## config.mk

```make
export PLATFORM = sky130hd
export DESIGN_NAME = status_uart_reporter
export DESIGN_NICKNAME = d
export VERILOG_FILES = /design/src/rtl/status_uart_reporter.sv
export SDC_FILE = /design/constraint.sdc
export NUM_CORES = 1
export LEC_CHECK = 0
export CORE_ASPECT_RATIO = 1.2
export CORE_MARGIN = 2
export CORE_UTILIZATION = 50
export CTS_BUF_LIST = sky130_fd_sc_hd__clkbuf_8 sky130_fd_sc_hd__clkbuf_16
export DETAILED_ROUTE_END_ITERATION = 8
export GPL_ROUTABILITY_DRIVEN = 0
export GPL_TIMING_DRIVEN = 1
export PLACE_DENSITY = 0.79
export SLEW_MARGIN = 10
export SYNTH_ARGS = -nofsm -noshare
export SYNTH_HDL_FRONTEND = slang
export SYNTH_SLANG_ARGS = --single-unit
```

## constraint.sdc

```tcl
create_clock -name clk27 -period 2.85 [get_ports clk27]
set_input_delay 0.7125 -clock clk27 [delete_from_list [all_inputs] [get_ports clk27]]
set_output_delay 0.7125 -clock clk27 [all_outputs]
set_load 0.05 [all_outputs]
```

## src/rtl/status_uart_reporter.sv

```systemverilog
// -----------------------------------------------------------------------------
// status_uart_reporter
//   Queues decoded keycodes and coalesces volume/mute updates. Each queued item
//   is sent to the board MCU as a 5-byte frame on an 8N1 UART line:
//     0xA5, TYPE, B2, B3, CHK    (CHK = TYPE ^ B2 ^ B3)
//     keycode : TYPE=0x01, B2=keycode[15:8], B3=keycode[7:0]
//     volume  : TYPE=0x02, B2={is_muted,3'b000,volume_db[11:8]}, B3=volume_db[7:0]
//   When a keycode and a volume update are both waiting, the type opposite to
//   the previously sent one goes first, so neither can starve.
//
// Ports
//   clk27           : FPGA system clock
//   hw_reset_n      : asynchronous active-low reset
//   keycode         : keycode payload, sampled when keycode_valid=1
//   keycode_valid   : single-cycle keycode strobe
//   is_muted        : mute flag, sampled with volume_db_valid
//   volume_db       : {L[5:0], R[5:0]} attenuation
//   volume_db_valid : single-cycle volume strobe
//   uart_tx         : serial out, idle high (registered)
//   busy            : high while a frame is on the line
//   fifo_level      : keycode FIFO occupancy
//   fifo_overflow   : sticky, a keycode was dropped because the FIFO was full
// -----------------------------------------------------------------------------
module status_uart_reporter #(
  parameter int BAUD_DIV   = 234,
  parameter int FIFO_DEPTH = 8,
  parameter int ADDR_W     = 3
) (
  input  logic              clk27,
  input  logic              hw_reset_n,
  input  logic [15:0]       keycode,
  input  logic              keycode_valid,
  input  logic              is_muted,
  input  logic [11:0]       volume_db,
  input  logic              volume_db_valid,
  output logic              uart_tx,
  output logic              busy,
  output logic [ADDR_W:0]   fifo_level,
  output logic              fifo_overflow
);

  localparam int                CNT_W       = $clog2(BAUD_DIV + 1);
  localparam logic [CNT_W-1:0]  BAUD_RELOAD = CNT_W'(BAUD_DIV - 1);
  localparam logic [ADDR_W:0]   DEPTH_LVL   = (ADDR_W + 1)'(FIFO_DEPTH);

  typedef enum logic [1:0] {S_IDLE, S_START, S_DATA, S_STOP} state_t;
  typedef enum logic       {SENT_KEY, SENT_VOL}              sent_t;

  state_t              state_q, state_d;
  sent_t               last_q;
  logic [CNT_W-1:0]    baud_q;
  logic [2:0]          bit_q;
  logic [2:0]          byte_q;
  logic [39:0]         frame_q, frame_d;
  logic                tx_q, tx_d, busy_q;

  logic [15:0]         mem [FIFO_DEPTH];
  logic [ADDR_W-1:0]   wr_ptr_q, rd_ptr_q;
  logic [ADDR_W:0]     level_q;
  logic                overflow_q;
  logic [12:0]         vol_q;          // {is_muted, volume_db}
  logic                vol_pending_q;

  logic                kc_pending, pick_kc, start_frame, kc_capture, vol_capture;
  logic                baud_done, wr_en, rd_en;
  logic [7:0]          f_type, f_b2, f_b3;

  // ---------------------------------------------------------------------------
  // Arbitration: only meaningful in IDLE, where start_frame can fire.
  // ---------------------------------------------------------------------------
  assign kc_pending  = (level_q != '0);
  assign pick_kc     = kc_pending && (!vol_pending_q || last_q == SENT_VOL);
  assign start_frame = (state_q == S_IDLE) && (kc_pending || vol_pending_q);
  assign kc_capture  = start_frame && pick_kc;
  assign vol_capture = start_frame && !pick_kc;
  assign baud_done   = (baud_q == '0);

  assign wr_en = keycode_valid && (level_q != DEPTH_LVL);
  assign rd_en = kc_capture;

  // Frame assembly; byte 0 (0xA5) sits in the LSBs so the line simply shifts
  // the register right one bit per data bit.
  always_comb begin
    // NOTE: every output of a combinational block gets a default first, so no
    // path leaves it unassigned and no latch is inferred.
    f_type = 8'h02;
    f_b2   = {vol_q[12], 3'b000, vol_q[11:8]};
    f_b3   = vol_q[7:0];
    if (pick_kc) begin
      f_type = 8'h01;
      f_b2   = mem[rd_ptr_q][15:8];
      f_b3   = mem[rd_ptr_q][7:0];
    end
    frame_d = {f_type ^ f_b2 ^ f_b3, f_b3, f_b2, f_type, 8'hA5};
  end

  // ---------------------------------------------------------------------------
  // Line FSM
  // ---------------------------------------------------------------------------
  always_ff @(posedge clk27 or negedge hw_reset_n) begin
    // NOTE: sequential state uses non-blocking assignments so every register
    // samples pre-edge values regardless of statement order.
    if (!hw_reset_n) state_q <= S_IDLE;
    else             state_q <= state_d;
  end

  always_comb begin
    state_d = state_q;
    tx_d    = 1'b1;
    case (state_q)
      S_IDLE:  if (start_frame) state_d = S_START;
      S_START: begin
        tx_d = 1'b0;
        if (baud_done) state_d = S_DATA;
      end
      S_DATA: begin
        tx_d = frame_q[0];
        if (baud_done && bit_q == 3'd7) state_d = S_STOP;
      end
      S_STOP:  if (baud_done) state_d = (byte_q == 3'd4) ? S_IDLE : S_START;
      default: state_d = S_IDLE;
    endcase
  end

  // Counters and frame shifter. The baud counter is parked at its reload value
  // in IDLE so the first start bit gets a full BAUD_DIV cycles.
  always_ff @(posedge clk27 or negedge hw_reset_n) begin
    if (!hw_reset_n) begin
      baud_q  <= BAUD_RELOAD;
      bit_q   <= '0;
      byte_q  <= '0;
      frame_q <= '0;
      last_q  <= SENT_VOL;
    end else if (state_q == S_IDLE) begin
      baud_q <= BAUD_RELOAD;
      bit_q  <= '0;
      byte_q <= '0;
      if (start_frame) begin
        frame_q <= frame_d;
        last_q  <= pick_kc ? SENT_KEY : SENT_VOL;
      end
    end else begin
      baud_q <= baud_done ? BAUD_RELOAD : baud_q - 1'b1;
      if (state_q == S_DATA && baud_done) begin
        frame_q <= frame_q >> 1;
        bit_q   <= bit_q + 3'd1;   // wraps 7->0 exactly as the byte ends
      end
      if (state_q == S_STOP && baud_done) byte_q <= byte_q + 3'd1;
    end
  end

  // Line and busy are registered from the state, which puts the start bit two
  // edges after the strobe and keeps busy aligned with the line activity.
  always_ff @(posedge clk27 or negedge hw_reset_n) begin
    if (!hw_reset_n) begin
      tx_q   <= 1'b1;
      busy_q <= 1'b0;
    end else begin
      tx_q   <= tx_d;
      busy_q <= (state_q != S_IDLE);
    end
  end

  // ---------------------------------------------------------------------------
  // Keycode FIFO
  // ---------------------------------------------------------------------------
  // NOTE: the storage array has no reset; only pointers and level need one,
  // and leaving the array unreset lets it map onto RAM.
  always_ff @(posedge clk27) begin
    if (wr_en) mem[wr_ptr_q] <= keycode;
  end

  always_ff @(posedge clk27 or negedge hw_reset_n) begin
    if (!hw_reset_n) begin
      wr_ptr_q   <= '0;
      rd_ptr_q   <= '0;
      level_q    <= '0;
      overflow_q <= 1'b0;
    end else begin
      if (wr_en) wr_ptr_q <= wr_ptr_q + 1'b1;
      if (rd_en) rd_ptr_q <= rd_ptr_q + 1'b1;
      case ({wr_en, rd_en})
        2'b10:   level_q <= level_q + 1'b1;
        2'b01:   level_q <= level_q - 1'b1;
        default: level_q <= level_q;
      endcase
      // A full FIFO drops the write even when a read frees a slot this cycle.
      if (keycode_valid && level_q == DEPTH_LVL) overflow_q <= 1'b1;
    end
  end

  // ---------------------------------------------------------------------------
  // Volume holding register: a new strobe always wins over a same-cycle capture.
  // ---------------------------------------------------------------------------
  always_ff @(posedge clk27 or negedge hw_reset_n) begin
    if (!hw_reset_n) begin
      vol_q         <= '0;
      vol_pending_q <= 1'b0;
    end else if (volume_db_valid) begin
      vol_q         <= {is_muted, volume_db};
      vol_pending_q <= 1'b1;
    end else if (vol_capture) begin
      vol_pending_q <= 1'b0;
    end
  end

  assign uart_tx       = tx_q;
  assign busy          = busy_q;
  assign fifo_level    = level_q;
  assign fifo_overflow = overflow_q;

endmodule

```

-- Word level (Yosys, flattened, before mapping)
Memories as Yosys holds them, arrays and structs flattened.
Index checks and enable logic that the tools add are counted.
- latch bits: 0
- memories kept: 1
- output and inout port bits: 7
- register bits after elaboration: 84
- bits in read-only memories: 0
- bits of input ports: 33
- logic and storage cells: 86
- memory bits (writable): 128
- memories (memory ; words ; width ; read ports ; clocked after Yosys merged registers in ; wr ports ; RTL line ; RTL):
    mem ; 8 ; 16 ; 1 ; 0 ; 1 ; 57 ; logic [15:0] mem [FIFO_DEPTH];
- shifts and indexed selects: 0
- equal/unequal tests: 13
- divide/modulo/power cells: 0
- muxes and demuxes: 25
- reductions and logical operators: 24
- $mul: 0
- bitwise gates (word level): 2
- add/subtract/negate cells: 7
- magnitude comparators: 0
- operator list (kind ; count):
    $mux 40 ; 3
    $mux 8 ; 4
    $add 3x1->3 const B ; 4
    $mux 3 ; 4
    $mux 2 ; 5
    $reduce_bool 2->1 ; 5
    $logic_and 1x1->1 ; 9
    $logic_not 8->1 ; 1
    $ne 2x2->1 const B ; 4
    $pmux 2 s4 ; 1
    $pmux 4 s2 ; 1
    $sub 8x1->8 const B ; 1
    $xor 2x8->8 ; 1
    $xor 8x8->8 ; 1
    $eq 2x2->1 const B ; 3
    $eq 3x3->1 const B ; 2
    $mux 1 ; 6
    $add 4x1->4 const B ; 1
    $eq 2x1->1 const B ; 2
    $eq 4x4->1 const B ; 1
    $ne 4x4->1 const B ; 1
    $reduce_and 2->1 ; 2
    $reduce_and 4->1 ; 1
    $reduce_bool 4->1 ; 1
    5 further kinds ; 7

-- Depth between registers and ports, before layout
- depth in word-level cells: 8
- gate-level depth with buffers: 13
- mapped depth without buffers: 11

-- Worst setup path before layout
No wires, ideal clock.
- kind: register to register
- start point: register level_q[1] (netlist: fifo_level[1])
- end point: register level_q[3] (netlist: fifo_level[3])
- data required time: 2768 ps
- stages on the path, launching flop included: 10
- data arrival time: 2852 ps
- path slack: -84 ps
- library setup time: 82 ps
- path buffers: 2
- clock period less this slack: 2934 ps
- cells stage by stage: dfrtp_1 -> or4_1 -> buf_2 -> nand3_1 -> buf_2 -> inv_1 -> ha_1 -> or4bb_1 -> a211oi_1 -> xor2_1
- word-level cells in the longest chain between the ends: 6
- elaborated cells on any way between the ends: 13
- those cells by class: 2 x add/sub; 3 x eq/ne; 1 x mux; 7 x reduce/logical
- ends and longest elaborated chain (item ; RTL line ; RTL):
    start, declared ; 59 ; logic [ADDR_W:0] level_q;
    start signal, assigned ; 183 ; 2'b10: level_q <= level_q + 1'b1;
    start signal, assigned ; 184 ; 2'b01: level_q <= level_q - 1'b1;
    start signal, assigned ; 185 ; default: level_q <= level_q;
    $reduce_bool 4->1 * ; 71 ; assign kc_pending = (level_q != '0);
    $logic_or 1x1->1 ; 73 ; assign start_frame = (state_q == S_IDLE) && (kc_pending || vol_pending_q);
    $logic_and 1x1->1 ; 73 ;
    $logic_and 1x1->1 * ; 74 ; assign kc_capture = start_frame && pick_kc;
    via kc_capture ; 64 ; logic kc_pending, pick_kc, start_frame, kc_capture, vol_capture;
    $eq 2x1->1 or $eq 2x2->1 (tied branches) ; 182 ; case ({wr_en, rd_en})
    $pmux 4 s2 or $reduce_bool 2->1 (tied branches) ; n/a ;
Mark *: on every way through the listed nets, which the timed path passes. The rest lies on a longest branch.
A chain may end at the register's enable or synchronous reset.

-- Final worst setup path
Ends and elaborated chain as after synthesis.

==> metrics.txt <==
area occupied by multi-input gates 2720 sq um; antenna violations before repair 0; Die Footprint 18800 sq um; WP data required between 3 and 4 ns; DRC Markers 0; commonest cells after routing, fill and taps aside 128 x edfxtp_1, 75 x dfrtp_1, 47 x nand2_1; CTS clk-pin slew, worst paths 0.06 ns; Iter 0 DRT Violations roughly 450; post-route ant nets 0; Highest Clock Rate between 300 and 400 MHz; crit-path max FO 9; status finished clean; DR vias 5031; CTS tree done; hold_buf cts 0; Slew HR a little over half; per-cell routed wire length 20.0 um; Async S/R FF share, synth 39.6%; share of cells above drive strength 1 18.5%; Post-synth EDFFs about 130; metal2 WL ~9400 um; total power 7.63 mW; Pwr per Cell Area around 740 nW/um^2; num rows 53; I/O pin count 40; IO Port Bufs 39; met3 wire length around 850 um; R2R Setup Slk between 0.2 and 0.3 ns; Yosys top cell area share 43.4%; total track usage 18.6%; Die Ht 150 um; Final Cell Area around 10000 sq um; total grt overflow 0; Final nets 678; Worst Setup Path Type reg -> reg; Area Growth Syn to Fin 16.3%; worst skew pair latency 0.50 ns; Post-DP Area 9590 sq um; die width approximately 130 um; VDD IR-drop max 730 uV; htree depth 1; core area 17400 sq um; Synth area leader edfxtp_1; hpwl dp 11100 um; Starting Density 50.8%; Fin Setup TNS 0 ns; fillers 1287; Reg2Reg Depth 7; clock root buffer master clkbuf_16; CTS Buf Count 21; vias in the first global route 5346; largest net degree at the start of global routing 44; flops & latches, synth 212; max layer used met4; Synth area leaders edfxtp_1 43%, dfrtp_1 22%, mux4_2 8.1%, ha_1 2.3%, mux2i_1 2.3%; number of iterations in the first detailed-routing pass 7; first-pass GRT wire length 27600 um; ys flop type edfxtp_1; Layout Cells excl Fill about 860; yosys warns 0; HP Class in -> async; Vias/cell 5.83; crit share post-route 89.9%; Critical Path End Type flop; clock sink count ~210; Syn Inst Count 574; Worst-Margin Slew 0.707 ns; # Max-Cap Violations 0; Setup crit start kind flop; RSZ-0062 raised after global routing no; # Post-CTS Setup Buffers 0; syn nets 623; WL met1 6650 um; max-slew violations 0; Clock Path Buffers 3; n_diodes 0; DP Cell Count 826; commonest non-fill, non-tap cell in the layout edfxtp_1; Leak 3.76 nW; Final Hold Fails 0; Netlist Area Pre-Place 8850 sq um; Layout Skew 0.0118 ns; Final setup viols 0; syn avg cell area about 15 sq um; register area 5960 sq um; register area share after synthesis about two thirds; Tmin final between 2 and 3 ns; total wire length 17300 um; synth unique cells 51; CP arrival 2.98 ns; # resized after CTS 0
==> final cells by class <==
class                      count  area share (%)
sequential                   212            57.8
multi-input combinational    324            26.4
timing repair buffer          61            5.86
clock buffer                  21            5.10
tap                          220            2.67
clock inverter                16            1.75
inverter                       9           0.328
==> synth_stat cells (4+ instances only) <==
master      n
nand3_1     7
xnor2_1    15
mux2_2     17
clkbuf_1    9
dfstp_2     7
nand2b_1    7
o211ai_1   11
xor2_1     12
edfxtp_1  128
o21ai_0    15
a221oi_1    4
mux4_2     32
nor3_1      9
nand2_1    47
inv_1       9
nor2_1     33
a22o_1     12
ha_1       16
dfrtp_1    77
a21oi_1    31
buf_2      13
mux2i_1    20
==> sequential cells by signal (all words and copies together) (netlist names), 2 cells and up <==
| register | cells |
|---|---|
| baud_q | 8 |
| byte_q | 3 |
| state_q | 2 |
| vol_q | 13 |
| wr_ptr_q | 3 |
| mem | 128 |
| bit_q | 3 |
| frame_q | 40 |
| fifo_level | 4 |
| rd_ptr_q | 3 |
==> metrics by stage <==
step,utilization (%),hold WS (ns),worst slack [ns]
after detailed placement,55.0,0.442,0.0981
after global routing,59.1,0.243,0.144
after CTS,59.1,0.213,0.283
final,59.1,0.199,0.289
after floorplan,-,0.417,0.0126
after global placement,55.0,0.435,0.177
==> critical path: stages, from the launching register on <==
cell	delay [ns]
dfrtp_2	0.46
or4_1	0.56
nand3_1	0.12
inv_1	0.09
ha_1	0.28
or4bb_1	0.51
a211oi_1	0.28
xor2_1	0.17
==> final timing paths <==
path                                                start                   endpoint
worst max-delay path            fifo_level[1]$_DFFE_PN0P_  fifo_level[3]$_DFFE_PN0P_
worst min-delay path                           hw_reset_n    frame_q[14]$_DFFE_PN0P_
worst max register to register  fifo_level[1]$_DFFE_PN0P_  fifo_level[3]$_DFFE_PN0P_
worst min register to register  fifo_overflow$_DFFE_PN0P_  fifo_overflow$_DFFE_PN0P_
max in group asynchronous                      hw_reset_n          uart_tx$_DFF_PN1_
min in group clk27              fifo_overflow$_DFFE_PN0P_  fifo_overflow$_DFFE_PN0P_
==> layer usage <==
metal  up-vias  GRT usage (%)
met4         0           5.94
met1      2573           21.9
met5         -              0
met3        32           3.18
met2       153           34.7
li1       2273              -
==> power breakdown <==
group / internal [mW] / total (mW) / switching, mW
Combinational: 0.385 / 0.991 / 0.606
Clock: 1.70 / 2.82 / 1.11
Sequential: 3.64 / 3.83 / 0.182
Total: 5.73 / 7.63 / 1.90
==> kinds of logic (layout without fill, tap and decap cells) <==
| group | Yosys count | in the layout | synth area share (%) |
|---|---|---|---|
| compound gates | 93 | 93 | 7.05 |
| xor+xnor | 27 | 27 | 2.67 |
| fa+ha+maj | 16 | 16 | 2.26 |
| buf+inv | 38 | 107 | 2.09 |
| flops | 212 | 212 | 67.3 |
| mux | 69 | 69 | 12.6 |
| simple gates | 119 | 119 | 6.11 |
Power figures use the tool's default switching activity.
